`config.mk`:
```
export PLATFORM = sky130hd
export DESIGN_NAME = uart_mem_responder
export DESIGN_NICKNAME = d
export VERILOG_FILES = /design/src/rtl/uart_mem_responder_pkg.sv /design/src/rtl/uart_mem_responder_resp_mem.sv /design/src/rtl/uart_mem_responder.sv
export SDC_FILE = /design/constraint.sdc
export NUM_CORES = 2
export LEC_CHECK = 0
export CELL_PAD_IN_SITES_DETAIL_PLACEMENT = 1
export CELL_PAD_IN_SITES_GLOBAL_PLACEMENT = 1
export CORE_ASPECT_RATIO = 0.6
export CORE_UTILIZATION = 30
export CTS_BUF_LIST = sky130_fd_sc_hd__clkbuf_16
export CTS_CLUSTER_SIZE = 10
export DETAILED_ROUTE_END_ITERATION = 6
export PLACE_DENSITY_LB_ADDON = 0.1
export SLEW_MARGIN = 10
export SYNTH_ARGS = -nofsm -noshare
export SYNTH_HDL_FRONTEND = slang
export SYNTH_SLANG_ARGS = --single-unit
```
`constraint.sdc`:
```
create_clock -name clk -period 5.2 [get_ports clk]
set_clock_uncertainty 0.15 [all_clocks]
set_input_delay 1.04 -clock clk [delete_from_list [all_inputs] [get_ports clk]]
set_output_delay 1.04 -clock clk [all_outputs]
set_load 0.005 [all_outputs]
```
`src/rtl/uart_mem_responder_pkg.sv`:
```
// Shared definitions for the bitty byte-serial load/store link: flag bytes, default widths and
// the responder state encoding.
package uart_mem_responder_pkg;

  localparam int unsigned DefaultDataW = 16;
  localparam int unsigned DefaultAddrW = 8;

  localparam logic [7:0] FLAG_LOAD  = 8'h01;
  localparam logic [7:0] FLAG_STORE = 8'h02;

  typedef enum logic [2:0] {
    StIdle,
    StGetAddr,
    StRead,
    StSendHigh,
    StSendLow,
    StGetHigh,
    StGetLow,
    StWrite
  } resp_state_e;

endpackage

```
`src/rtl/uart_mem_responder_resp_mem.sv`:
```
// Single-port word RAM for the responder: synchronous write, registered read.
// Only the read register is reset; the array contents are not.
module uart_mem_responder_resp_mem #(
  parameter int unsigned DATA_W = 16,
  parameter int unsigned ADDR_W = 8
) (
  input  logic              clk,
  input  logic              reset,
  input  logic              re,
  input  logic              we,
  input  logic [ADDR_W-1:0] addr,
  input  logic [DATA_W-1:0] wdata,
  output logic [DATA_W-1:0] rdata
);

  localparam int unsigned Depth = 2 ** ADDR_W;

  logic [DATA_W-1:0] mem_q [Depth];
  logic [DATA_W-1:0] rdata_q;

  always_ff @(posedge clk) begin
    if (we) begin
      mem_q[addr] <= wdata;
    end
  end

  always_ff @(posedge clk) begin
    if (!reset) begin
      rdata_q <= '0;
    end else if (re) begin
      rdata_q <= mem_q[addr];
    end
  end

  assign rdata = rdata_q;

endmodule

```
`src/rtl/uart_mem_responder.sv`:
```
// Memory-side responder for the bitty load/store link: decodes flag/address/data bytes from the
// UART receiver and serves loads/stores. Define UART_RESP_ERRCNT_EN to add the err_count port.
module uart_mem_responder
  import uart_mem_responder_pkg::*;
#(
  parameter int unsigned DATA_W = DefaultDataW,
  parameter int unsigned ADDR_W = DefaultAddrW
`ifdef UART_RESP_ERRCNT_EN
  ,
  parameter int unsigned ERR_W = 8
`endif
) (
  input  logic             clk,
  input  logic             reset,
  input  logic             rx_do,
  input  logic [7:0]       rx_data,
  input  logic             tx_done,
  output logic             tx_start,
  output logic [7:0]       tx_data,
  output logic             busy,
  output logic             wr_strobe
`ifdef UART_RESP_ERRCNT_EN
  ,
  output logic [ERR_W-1:0] err_count
`endif
);

  resp_state_e       state_q, state_d;
  logic              op_store_q, op_store_d;
  logic [ADDR_W-1:0] addr_q, addr_d;
  logic [DATA_W-1:0] wdata_q, wdata_d;
  logic [DATA_W-1:0] rdata_q;
  logic              tx_start_q;
  logic              wr_strobe_q;

  always_comb begin
    state_d    = state_q;
    op_store_d = op_store_q;
    addr_d     = addr_q;
    wdata_d    = wdata_q;
    case (state_q)
      StIdle: begin
        if (rx_do) begin
          if (rx_data == FLAG_LOAD) begin
            op_store_d = 1'b0;
            state_d    = StGetAddr;
          end else if (rx_data == FLAG_STORE) begin
            op_store_d = 1'b1;
            state_d    = StGetAddr;
          end
        end
      end
      StGetAddr: begin
        if (rx_do) begin
          addr_d  = rx_data[ADDR_W-1:0];
          state_d = op_store_q ? StGetHigh : StRead;
        end
      end
      StRead:     state_d = StSendHigh;
      StSendHigh: if (tx_done) state_d = StSendLow;
      StSendLow:  if (tx_done) state_d = StIdle;
      StGetHigh: begin
        if (rx_do) begin
          wdata_d[DATA_W-1 -: 8] = rx_data;
          state_d                = StGetLow;
        end
      end
      StGetLow: begin
        if (rx_do) begin
          wdata_d[7:0] = rx_data;
          state_d      = StWrite;
        end
      end
      StWrite:    state_d = StIdle;
      default:    state_d = StIdle;
    endcase
  end

  always_ff @(posedge clk) begin
    if (!reset) begin
      state_q     <= StIdle;
      op_store_q  <= 1'b0;
      addr_q      <= '0;
      wdata_q     <= '0;
      tx_start_q  <= 1'b1;
      wr_strobe_q <= 1'b0;
    end else begin
      state_q     <= state_d;
      op_store_q  <= op_store_d;
      addr_q      <= addr_d;
      wdata_q     <= wdata_d;
      // Held low across both SEND states so there is no idle gap between the two bytes.
      tx_start_q  <= !((state_d == StSendHigh) || (state_d == StSendLow));
      wr_strobe_q <= (state_d == StWrite);
    end
  end

  uart_mem_responder_resp_mem #(
    .DATA_W(DATA_W),
    .ADDR_W(ADDR_W)
  ) u_resp_mem (
    .clk  (clk),
    .reset(reset),
    .re   (state_q == StRead),
    .we   (state_q == StWrite),
    .addr (addr_q),
    .wdata(wdata_q),
    .rdata(rdata_q)
  );

  always_comb begin
    tx_data = 8'h00;
    case (state_q)
      StSendHigh: tx_data = rdata_q[DATA_W-1 -: 8];
      StSendLow:  tx_data = rdata_q[7:0];
      default:    tx_data = 8'h00;
    endcase
  end

  assign tx_start  = tx_start_q;
  assign wr_strobe = wr_strobe_q;
  assign busy      = (state_q != StIdle);

`ifdef UART_RESP_ERRCNT_EN
  logic [ERR_W-1:0] err_count_q;
  logic             bad_flag;

  assign bad_flag = (state_q == StIdle) && rx_do &&
                    (rx_data != FLAG_LOAD) && (rx_data != FLAG_STORE);

  always_ff @(posedge clk) begin
    if (!reset) begin
      err_count_q <= '0;
    end else if (bad_flag && (err_count_q != '1)) begin
      err_count_q <= err_count_q + 1'b1;
    end
  end

  assign err_count = err_count_q;
`endif

endmodule
```
; Word-level counts from Yosys, hierarchy flattened
; Memory sizes are Yosys's and may differ from the RTL's. A register that Yosys moved wholly into a read port is not among the register bits.
; Index checks and enable logic that the tools add are counted.
[classes]
n_eq_ne = 12
mux = 15
reduce_logical = 10
[op_table]
columns = cell, n
row1 = $mux W3, 9
row2 = $pmux W3 S8, 1
row3 = $eq A3 B3 Y1 const B, 6
row4 = $pmux W8 S2, 1
row5 = $eq A3 B2 Y1 const B, 3
row6 = $eq A8 B1 Y1 const B, 1
row7 = $eq A8 B2 Y1 const B, 1
row8 = $reduce_and A2 Y1, 3
row9 = $mux W1, 4
row10 = $eq A3 B1 Y1 const B, 1
row11 = $logic_not A3 Y1, 1
row12 = $reduce_and A3 Y1, 1
row13 = $reduce_bool A3 Y1, 1
row14 = $logic_not A1 Y1, 2
row15 = $reduce_bool A2 Y1, 1
row16 = $logic_or A1 B1 Y1, 1
[totals]
regBits = 30
ramBits = 4096
inputBits = 12
out_inout_bits = 11
elab_cells = 45
n_memories = 1
[memory_table]
columns = memory, depth, width, read_ports, rd_clocked_by_memory_dff, wr, line
row1 = u_resp_mem.mem_q, 256, 16, 1, 1, 1, uart_mem_responder_resp_mem.sv:18  ; logic [DATA_W-1:0] mem_q [Depth];

; Longest topological paths before layout
[depth]
ltp_word = 8
ltp_mapped = 13
depth_no_buf = 7

; Cells and area by module
; A second synthesis with hierarchy kept.
[hier_totals]
cells_unflattened = 7270
hier_area_um2 = 159559.3
[modules_own_cells]
columns = mod, n_inst, cells_each, area_per_inst_um2, seq_area_each_um2
row1 = uart_mem_responder_resp_mem, 1, 7114, 158178.0, 123318.3
row2 = uart_mem_responder, 1, 156, 1381.3, 600.6

; Least setup slack after synthesis
; OpenSTA, ideal clock, no wires.
[synth_path]
path_kind = reg2reg
startpoint = reg wdata_q[0]
endpoint = mem u_resp_mem.mem_q[0][0], data pin
setup_ns = 0.856
arrival_ns = 3.397
required_ns = 4.194
setup_slack_ns = 0.797
stages_incl_launch_ff = 1
n_path_buf = 0
synth_period_minus_slack_ns = 4.403
path_cell_list = dfxtp_1
[synth_rtl]
columns = item, line
row1 = "start, declared", uart_mem_responder.sv:31  ; logic [DATA_W-1:0] wdata_q, wdata_d;
row2 = "start signal, assigned", uart_mem_responder.sv:91  ; wdata_q <= wdata_d;
row3 = "end, declared", uart_mem_responder_resp_mem.sv:18
; Straight into the memory's write port.

==> flow_summary.rst <==
.. list-table::
   :header-rows: 1

   * - Metric
     - Value
   * - Count of cell types in the netlist
     - 69
   * - Total area of multi-input combinational cells
     - 0.03404 sq mm
   * - Setup crit end kind
     - flop
   * - Clock Pin Slew Worst Setup and Hold Paths
     - 0.06 ns
   * - Yosys warning total
     - 0
   * - Worst Hold Class
     - reg -> reg
   * - H-Tree Level Count
     - 5
   * - Worst-Margin Slew
     - around 1.3 ns
   * - Mean routed wirelength per cell
     - 36.55 microns
   * - Setup crit start kind
     - flop
   * - Number of violations reported at the end of detailed-routing iteration 0
     - 10480
   * - Synthesized Nets
     - 7481
   * - Cell accounting for the most synthesized area
     - edfxtp_1
   * - Number of antenna violations at the first check in global routing
     - 73
   * - Hpwl dp
     - 353800 microns
   * - Cell area after technology mapping
     - 0.1599 sq mm
   * - Relative slew slack
     - 0.1183
   * - Placed inst area
     - 0.1729 sq mm
   * - Path type of the worst setup path
     - reg -> reg
   * - Count of state elements after synthesis
     - 4142
   * - Async set or reset register ratio after synthesis
     - 0
   * - Area of the placeable core
     - 0.5304 sq mm
   * - Commonest non-fill, non-tap cell in the layout
     - edfxtp_1
   * - Fmax
     - ~200 MHz
   * - Share of the synthesized area in the top cell type
     - 0.7690
   * - Final number of hold-violating endpoints
     - 0
   * - Final period demand of the worst path
     - roughly 4.9 ns
   * - Finish-stage setup viols
     - 0
   * - Global-route wire length before repair
     - 754400 microns
   * - Max-cap violations
     - 0
   * - Final Non-Filler Cells
     - 15390
   * - Sink count of the clock tree
     - ~4100
   * - Insertion delay to the later sink of the worst-skew pair
     - approximately 1.1 ns
   * - Total vias in the final route
     - 82080
   * - Pin count of the biggest net entering global routing
     - roughly 190
   * - Mean number of vias per cell
     - 5.333
   * - Die Span X
     - around 940 microns
   * - Final weighted congestion in routability-driven placement
     - 0.7954
   * - Count of cells resized by post-cts repair
     - 0
   * - Maximum clock insertion buffer count
     - 4
   * - Global-route total usage across every layer
     - 0.2056
   * - Post-detailed-route count of antenna-violating nets
     - 0
   * - Run status
     - completed
   * - Sequential share of the synthesized area
     - 0.7747
   * - Peak supply drop
     - 0.2937 mV
   * - Proportion of layout cells with a drive suffix above 1
     - 0.2762
   * - TritonRoute pass-1 iters
     - 5
   * - Number of global-route vias before repair
     - 82900
   * - Fraction of the cycle the final worst path needs
     - 0.9471
   * - Fill count
     - 51550
   * - Required arrival time at the worst endpoint
     - 5.94 ns
   * - Worst Path Max Fanout
     - 28
   * - Final #Nets
     - 8161
   * - Primary flip-flop cell chosen by synthesis mapping
     - edfxtp_1
   * - Number of hold buffers added after CTS
     - 0
   * - Pwr per Cell Area
     - around 350 mW/mm^2
   * - Per-instance average area after synthesis
     - 21.41 sq um
   * - Floorplan row count
     - around 210
   * - Height of the die
     - 567.6 microns
   * - DIE AREA
     - 0.5362 sq mm
   * - Boundary pin count
     - 23
   * - Data arrival time of the worst path
     - roughly 5.7 ns
   * - PortBufs
     - 22
   * - Main area contributors after synthesis
     - edfxtp_1, mux4_2, mux2i_1
   * - Design Area, Final
     - roughly 0.19 sq mm
   * - Post-synthesis instance total
     - 7469
   * - Number of buffers inserted to repair setup after CTS
     - 0
   * - Max-slew violation count
     - 0
   * - Unrepaired setup endpoints after global routing
     - false
   * - Starting Density
     - 0.3015
   * - Routed Wire Length
     - 562600 microns
   * - Cell count after placement
     - 14800
   * - Post-synth EDFFs
     - 4096
   * - TritonCTS clock tree
     - yes
   * - Clock root buffer
     - clkbuf_16
   * - Total clock buffers created by CTS
     - 456
   * - Commonest non-fill, non-tap cells in the layout
     - edfxtp_1, mux4_2, buf_4, mux2i_1, clkbuf_16
   * - Register cell area after layout
     - 0.1240 sq mm
   * - GRT overflow
     - 0
   * - Leakage power
     - 57.27 nW
   * - Synth-to-Final Area Change
     - 15.81%
   * - Number of remaining DRC errors
     - 0
   * - Setup TNS Final
     - 0 ns
[cells in the mapped netlist (7+ instances only)]
cell / n
edfxtp_1: 4096
mux4_2: 869
mux2i_1: 547
nor2_1: 313
nand2_1: 206
o22ai_1: 170
buf_2: 147
clkbuf_1: 120
a22oi_1: 113
buf_4: 109
a21oi_1: 84
o21ai_0: 64
nand3_1: 63
buf_6: 57
dfxtp_1: 46
a221oi_1: 33
a31oi_1: 30
nor4_1: 29
and3_1: 26
a22o_1: 25
nor3_1: 25
nor2b_1: 23
o211ai_1: 19
a32oi_1: 17
a21boi_0: 16
or3_1: 15
or4_1: 15
nand2b_1: 14
a211oi_1: 13
buf_1: 13
and2_1: 12
o31ai_1: 11
a311oi_1: 10
nand4_1: 8
o2111ai_1: 8
o22a_1: 8
o41ai_1: 7
[stage by stage]
step	worst slack, ns	util	hold slack, ns	power (mW)
after detailed placement	0.3325	0.3260	0.3404	36.93
final	0.2752	0.3492	0.3514	64.81
after CTS	0.2575	0.3491	0.3546	65.58
after floorplan	0.7974	-	0.3644	36.87
after global routing	0.08055	0.3491	0.3584	66.67
after global placement	0.2904	0.3260	0.3392	36.93
[flip-flops by register name (all words and copies together), names as in the netlist]
| register | count |
|---|---|
| addr_q | 8 |
| op_store_q | 1 |
| state_q | 3 |
| tx_start | 1 |
| u_resp_mem.mem_q | 4096 |
| u_resp_mem.rdata | 16 |
| wdata_q | 16 |
| wr_strobe | 1 |
[cell families (layout without fill, tap and decap cells)]
kind of cell	Yosys count	in the layout	share of synthesized area
compound gates	673	673	0.02904
buf+inv	458	1259	0.01727
mux	1421	1421	0.1569
xor+xnor	1	1	0.00005477
flops	4142	4142	0.7747
simple gates	774	774	0.02194
other cells	0	15	0
[layer usage]
layer | track usage | share of wire
met1 | 0.3384 | 0.51
met2 | 0.2830 | 0.41
met3 | 0.03703 | 0.071
met4 | 0.03310 | 0.016
met5 | 0 | 0.000046
[worst max-delay path, cell delays in order, from the launching register on]
cell and delay (ns):
dfxtp_4 0.84, buf_12 0.34, buf_4 0.47, mux4_2 0.58, mux2i_1 0.43, o22ai_1 0.21, a311oi_1 0.87, buf_4 0.32
and4_1 0.27, o32ai_1 0.12
[worst paths after layout]
path / startpoint / endpoint / slack, ns / cells past startpoint
max: addr_q[0]$_SDFFE_PN0P_ / u_resp_mem.rdata[13]$_SDFFE_PN0P_ / 0.28 / 9
min: wdata_q[8]$_SDFFE_PN0P_ / u_resp_mem.mem_q[41][8]$_DFFE_PP_ / 0.35 / 0
max reg2reg: addr_q[0]$_SDFFE_PN0P_ / u_resp_mem.rdata[13]$_SDFFE_PN0P_ / 0.28 / 9
min reg2reg: wdata_q[8]$_SDFFE_PN0P_ / u_resp_mem.mem_q[41][8]$_DFFE_PP_ / 0.35 / 0
[final cells by class]
| type | instances | share of cell area |
|---|---|---|
| diodes | 15 | 0.0002026 |
| clock buffers | 463 | 0.06255 |
| clock inverters | 116 | 0.003594 |
| inverters | 10 | 0.0002702 |
| multi-input cells | 2869 | 0.1837 |
| flip-flops and latches | 4142 | 0.6695 |
| well taps | 7106 | 0.04800 |
| repair buffers | 670 | 0.03218 |
[report_power, final]
group | total, mW | leakage [nW] | internal (mW) | switching, mW
combinational | 0.120 | 12.0 | 0.0419 | 0.0781
sequential | 36.1 | 39.0 | 36.1 | 0.00292
clock | 28.6 | 6.33 | 15.7 | 12.9
total | 64.8 | 57.3 | 51.8 | 13.0
Note: power is estimated with default switching activity, not from simulation.
